File: config.mk
export PLATFORM = sky130hd
export DESIGN_NAME = bcd_serial_adder
export DESIGN_NICKNAME = d
export VERILOG_FILES = /design/src/rtl/bcd_serial_adder.sv
export SDC_FILE = /design/constraint.sdc
export NUM_CORES = 1
export LEC_CHECK = 0
export CAP_MARGIN = 20
export CORE_MARGIN = 2
export CORE_UTILIZATION = 40
export DETAILED_ROUTE_END_ITERATION = 8
export PLACE_DENSITY = 0.67
export SYNTH_ARGS = -nofsm -noshare
export SYNTH_HDL_FRONTEND = slang
export SYNTH_SLANG_ARGS = --single-unit
export TNS_END_PERCENT = 1
File: constraint.sdc
create_clock -name in_clk -period 3.35 [get_ports in_clk]
set_clock_uncertainty 0.1 [all_clocks]
set_input_delay 1.005 -clock in_clk [delete_from_list [all_inputs] [get_ports in_clk]]
set_output_delay 1.005 -clock in_clk [all_outputs]
set_load 0.005 [all_outputs]
File: src/rtl/bcd_serial_adder.sv
// Digit-serial packed-BCD adder/subtractor.
// One BCD digit is processed per clock, least significant digit first.
// Subtraction uses the nine's complement of B with an initial carry of 1,
// so the final carry reads as "no borrow" (A >= B).
// Handshake: in_start is honoured only in IDLE. The result is valid while
// out_done is high and holds until the next accepted in_start. out_busy
// marks the DIGITS cycles in which digits are processed.
module bcd_serial_adder #(
    parameter int DIGITS = 4
) (
    input  logic                  in_clk,
    input  logic                  in_rst_n,
    input  logic                  in_start,
    input  logic                  in_sub,
    input  logic [4*DIGITS-1:0]   in_a,
    input  logic [4*DIGITS-1:0]   in_b,
    output logic                  out_busy,
    output logic                  out_done,
    output logic [4*DIGITS-1:0]   out_result,
    output logic                  out_carry,
    output logic                  out_error,
    output logic [1:0]            out_state
);

    localparam int W  = 4 * DIGITS;
    localparam int IW = (DIGITS > 1) ? $clog2(DIGITS) : 1;
    localparam logic [IW-1:0] LAST_IDX = IW'(DIGITS - 1);

    typedef enum logic [1:0] {
        ST_IDLE = 2'd0,
        ST_RUN  = 2'd1,
        ST_DONE = 2'd2
    } state_t;

    state_t          state_q,  state_d;
    logic [IW-1:0]   idx_q,    idx_d;
    logic [W-1:0]    a_q,      a_d;
    logic [W-1:0]    b_q,      b_d;
    logic            sub_q,    sub_d;
    logic            c_q,      c_d;
    logic [W-1:0]    result_q, result_d;
    logic            carry_q,  carry_d;
    logic            error_q,  error_d;

    // Per-digit datapath signals
    logic [3:0]      a_dig;
    logic [3:0]      b_dig;
    logic [3:0]      b_eff;
    logic [4:0]      sum;
    logic [4:0]      sum_adj;
    logic [3:0]      dig_out;
    logic            dig_cout;

    // True when any nibble of the operand is not a valid BCD digit
    function automatic logic has_bad_digit(input logic [W-1:0] v);
        logic bad;
        bad = 1'b0;
        for (int i = 0; i < DIGITS; i++) begin
            if (v[i*4 +: 4] > 4'd9) begin
                bad = 1'b1;
            end
        end
        return bad;
    endfunction

    // One BCD digit step: optional nine's complement of B, add, decimal adjust
    always_comb begin
        a_dig    = a_q[int'(idx_q)*4 +: 4];
        b_dig    = b_q[int'(idx_q)*4 +: 4];
        b_eff    = sub_q ? (4'd9 - b_dig) : b_dig;
        sum      = {1'b0, a_dig} + {1'b0, b_eff} + {4'b0000, c_q};
        sum_adj  = sum - 5'd10;
        dig_out  = sum[3:0];
        dig_cout = 1'b0;
        if (sum > 5'd9) begin
            dig_out  = sum_adj[3:0];
            dig_cout = 1'b1;
        end
    end

    // Next-state and datapath register control for the IDLE/RUN/DONE sequence
    always_comb begin
        state_d  = state_q;
        idx_d    = idx_q;
        a_d      = a_q;
        b_d      = b_q;
        sub_d    = sub_q;
        c_d      = c_q;
        result_d = result_q;
        carry_d  = carry_q;
        error_d  = error_q;

        unique case (state_q)
            ST_IDLE: begin
                if (in_start) begin
                    a_d      = in_a;
                    b_d      = in_b;
                    sub_d    = in_sub;
                    result_d = '0;
                    idx_d    = '0;
                    c_d      = in_sub;
                    carry_d  = 1'b0;
                    error_d  = has_bad_digit(in_a) | has_bad_digit(in_b);
                    state_d  = ST_RUN;
                end
            end
            ST_RUN: begin
                result_d[int'(idx_q)*4 +: 4] = dig_out;
                c_d   = dig_cout;
                idx_d = idx_q + 1'b1;
                if (idx_q == LAST_IDX) begin
                    idx_d   = '0;
                    carry_d = error_q ? 1'b0 : dig_cout;
                    // A bad operand digit voids the whole result
                    if (error_q) begin
                        result_d = '0;
                    end
                    state_d = ST_DONE;
                end
            end
            ST_DONE: begin
                state_d = ST_IDLE;
            end
            default: begin
                state_d = ST_IDLE;
            end
        endcase
    end

    // State and datapath registers with asynchronous active-low reset
    always_ff @(posedge in_clk or negedge in_rst_n) begin
        if (!in_rst_n) begin
            state_q  <= ST_IDLE;
            idx_q    <= '0;
            a_q      <= '0;
            b_q      <= '0;
            sub_q    <= 1'b0;
            c_q      <= 1'b0;
            result_q <= '0;
            carry_q  <= 1'b0;
            error_q  <= 1'b0;
        end else begin
            state_q  <= state_d;
            idx_q    <= idx_d;
            a_q      <= a_d;
            b_q      <= b_d;
            sub_q    <= sub_d;
            c_q      <= c_d;
            result_q <= result_d;
            carry_q  <= carry_d;
            error_q  <= error_d;
        end
    end

    assign out_busy   = (state_q == ST_RUN);
    assign out_done   = (state_q == ST_DONE);
    assign out_result = result_q;
    assign out_carry  = carry_q;
    assign out_error  = error_q;
    assign out_state  = state_q;

endmodule

==> impl_metrics.yaml <==
synth:
  synth_area_mm2: 0.00286
  syn_inst: 239
  syn_area_per_cell_um2: 11.9
  synth_area_leaders: "dfrtp_1 (49%), mux2_2 (13%), mux4_2 (6.3%), ha_1 (4.8%), o21ai_0 (4.7%)"
  yosysUniqueCellTypes: 46
  ys_warn_count: 0
  yosys.area.top_type_share_pct: 49.1
  synth-edff-count: 0
  syn-num-nets: 288
  yosys.area.top_type: "dfrtp_1"
  synth-seq-cells: 56
  ys.flop_type: "dfrtp_1"
  async_flop_share_pct: 100
  ys_seq_area_share_pct: 49.1
finish:
  nNetsFinal: 361
  final_cells: 409
  nFillCells: 576
  syn2layout_area_growth_pct: 36.2
  antenna-diode-count: 0
  drive_gt1_share_pct: 30.4
  design_area_mm2: 0.00389
timing:
  fin_crit_sh_pct: 98.4
  rsz0062_at_grt: "true"
  slew_headroom_pct: 62.2
  slew_viol_final: 0
  fmax_ghz: 0.303
  worst_pin_slew_ns: 0.562
  holdWs_ns: 0.392
  finalSetupViolCount: 0
  hold_viol: 0
  fin_crit_ns: 3.30
critical_path:
  worstSetupPathType: "reg2reg"
  crit_chain: "mux4_2 -> xnor2_2 -> fa_2 -> inv_2 -> fa_2 -> inv_2 -> ha_4 -> nand2_1 -> and4_1 -> nor2_1 -> o21ai_0 -> a221o_1"
  crit_path_top_delay_cell: "mux4_2"
  crit_required_ns: 3.46
  worstSetupStartpointType: "register"
  endpoint_kind: "register"
  cp_max_fo: 6
  critical-path-max-stage-delay_ns: 0.53
  worstPathArrival_ns: 3.41
routing:
  drt_iter0_drc: 114
  wl_um: 6290
  via_per_inst: 5.13
  ant_nets: 0
  num_vias: 2099
  drc_errors: 0
  wl_per_cell_um: 15.4
  firstDrtPassIters: 4
clock_network:
  holdBufCountCts: 0
  cts-buffers-inserted: 5
  cts.sinks: 56
  clockBufferDepth: 2
  clk_pin_slew_ns: 0.11
  insertion_delay_ns: 0.32
  cts-root-buf: "clkbuf_8"
  cts_tree: "yes"
  htree_num_levels: 2
die:
  die_width_um: 88.5
  dieArea_mm2: 0.00783
  ios: 58
  die_h_um: 88.5
  rows: 30
  core_area_mm2: 0.00687
  start_util_pct: 41.6
hold_path:
  hold_class: "reg2reg"
placed_design:
  io_buffer_count: 57
  placed_area_mm2: 0.00363
  hpwl_um: 4870
  dp_cells: 395
  place_congestion: 0.817
flow_run:
  maxCapViolCount: 0
grt:
  grt_pass1_vias: 2081
  antenna_found_initial: 0
  grt_pass1_wl_um: 10200
  globalRouteOverflowTotal: 0
  grt_max_degree: 38
  grt_usage_pct: 16.9
run_status:
  outcome: "completed"
==> cells by family after synthesis <==
logic type | share of synthesized area, %
buffers and inverters | 2.76
adder cells (fa/ha/maj) | 6.22
AND/OR/NAND/NOR | 10.2
AO/OA/AOI/OAI | 11.2
multiplexers | 19.7
flip-flops | 49.1
XOR/XNOR | 0.920
==> placed cells by master (no fill, tap or decap), types with 2 or more instances in the layout <==
cell type,Yosys,routed
nand2b_1,2,2
o21ai_0,27,22
a21oi_1,3,2
mux2_2,33,33
nand3_1,4,4
a32o_1,2,2
nor2_1,8,8
nor3b_2,1,2
dfrtp_1,56,55
inv_2,1,6
buf_6,0,3
ha_1,11,8
nand3b_1,2,2
nand2_1,24,24
o21ai_1,4,8
nand4_1,3,3
buf_12,0,2
inv_1,11,6
nor2b_1,2,2
ha_4,0,3
mux4_2,8,8
a211oi_2,2,2
clkdlybuf4s50_1,0,56
clkbuf_8,0,6
buf_4,0,11
fa_2,0,2
==> state kept, by name, summed over array words and instances, names as in the netlist <==
signal and cells:
out_state 2, b_q 16, out_error 1, out_result 16, out_carry 1, c_q 1, a_q 16, sub_q 1
idx_q 2
==> metrics by stage <==
stage                     setup WS, ns  TNS, ns  utilization (%)
final                           0.0535        0             56.6
after global routing           -0.0904   -0.862             56.6
after CTS                     0.000780        0             54.7
after detailed placement        -0.124   -0.636             52.8
after global placement         -0.0135  -0.0471             52.8
after floorplan                 0.0133        0                -
==> area by class of cell <==
| type | count | area, µm² | area share, % |
|---|---|---|---|
| sequential | 56 | 1400 | 36.1 |
| inverter | 12 | 45.0 | 1.16 |
| tap | 96 | 120 | 3.09 |
| clock inverter | 2 | 18.8 | 0.482 |
| multi-input combinational | 164 | 1500 | 38.5 |
| clock buffer | 6 | 82.6 | 2.12 |
| timing repair buffer | 73 | 722 | 18.6 |
==> routing by layer <==
| metal | up-vias | GRT usage, % | part of all wire [%] | routed length [µm] |
|---|---|---|---|---|
| li1 | 1012 | - | - | - |
| met1 | 1022 | 22.7 | 45 | 2800 |
| met2 | 57 | 28.2 | 50 | 3150 |
| met3 | 8 | 2.71 | 3.8 | 240 |
| met4 | 0 | 4.82 | 1.6 | 99 |
| met5 | - | 0 | 0 | 0 |
==> cells in the mapped netlist (2+ instances only) <==
| cell type | number |
|---|---|
| nand4_1 | 3 |
| a211oi_2 | 2 |
| nand3b_1 | 2 |
| mux2_2 | 33 |
| ha_1 | 11 |
| xnor2_1 | 3 |
| inv_1 | 11 |
| dfrtp_1 | 56 |
| mux4_2 | 8 |
| fa_1 | 2 |
| buf_2 | 6 |
| a21oi_1 | 3 |
| nand2b_1 | 2 |
| nor2b_1 | 2 |
| a32o_1 | 2 |
| nor2_1 | 8 |
| nand2_1 | 24 |
| o21ai_1 | 4 |
| o21ai_0 | 27 |
| nand3_1 | 4 |
==> worst max-delay path, delay by kind of cell, from the launching register on <==
| kind | cells | cell delay (ns) |
|---|---|---|
| buffers and inverters | 2 | 0.17 |
| muxes | 1 | 0.53 |
| xor gates and xnor gates | 1 | 0.15 |
| and+or+nand+nor | 3 | 0.35 |
| AOI/OAI and AO/OA | 2 | 0.49 |
| DFF | 1 | 0.41 |
| adders and majority gates | 3 | 0.99 |
==> worst paths after layout <==
path	slack (ns)	depth (start not counted)	endpoint	from
setup / recovery	0.05	12	c_q	idx_q[0]
hold / removal	0.39	2	out_result[11]	out_result[11]
setup reg to reg	0.05	12	c_q	idx_q[0]
hold reg to reg	0.39	2	out_result[11]	out_result[11]
max in group asynchronous	2.08	2	sub_q	in_rst_n
min in group asynchronous	0.49	1	out_result[7]	in_rst_n
==> what timing repair did <==
item                                    in CTS  in global routing
pin swaps                                    0                  8
endpoints found under the setup margin       6                 14
buffers inserted                             2                  4
gates resized for setup                      2                 28
gates cloned                                 0                  0
Power is not shown: default switching activity piles up to over one toggle a cycle in this logic, so the estimate is an artifact.
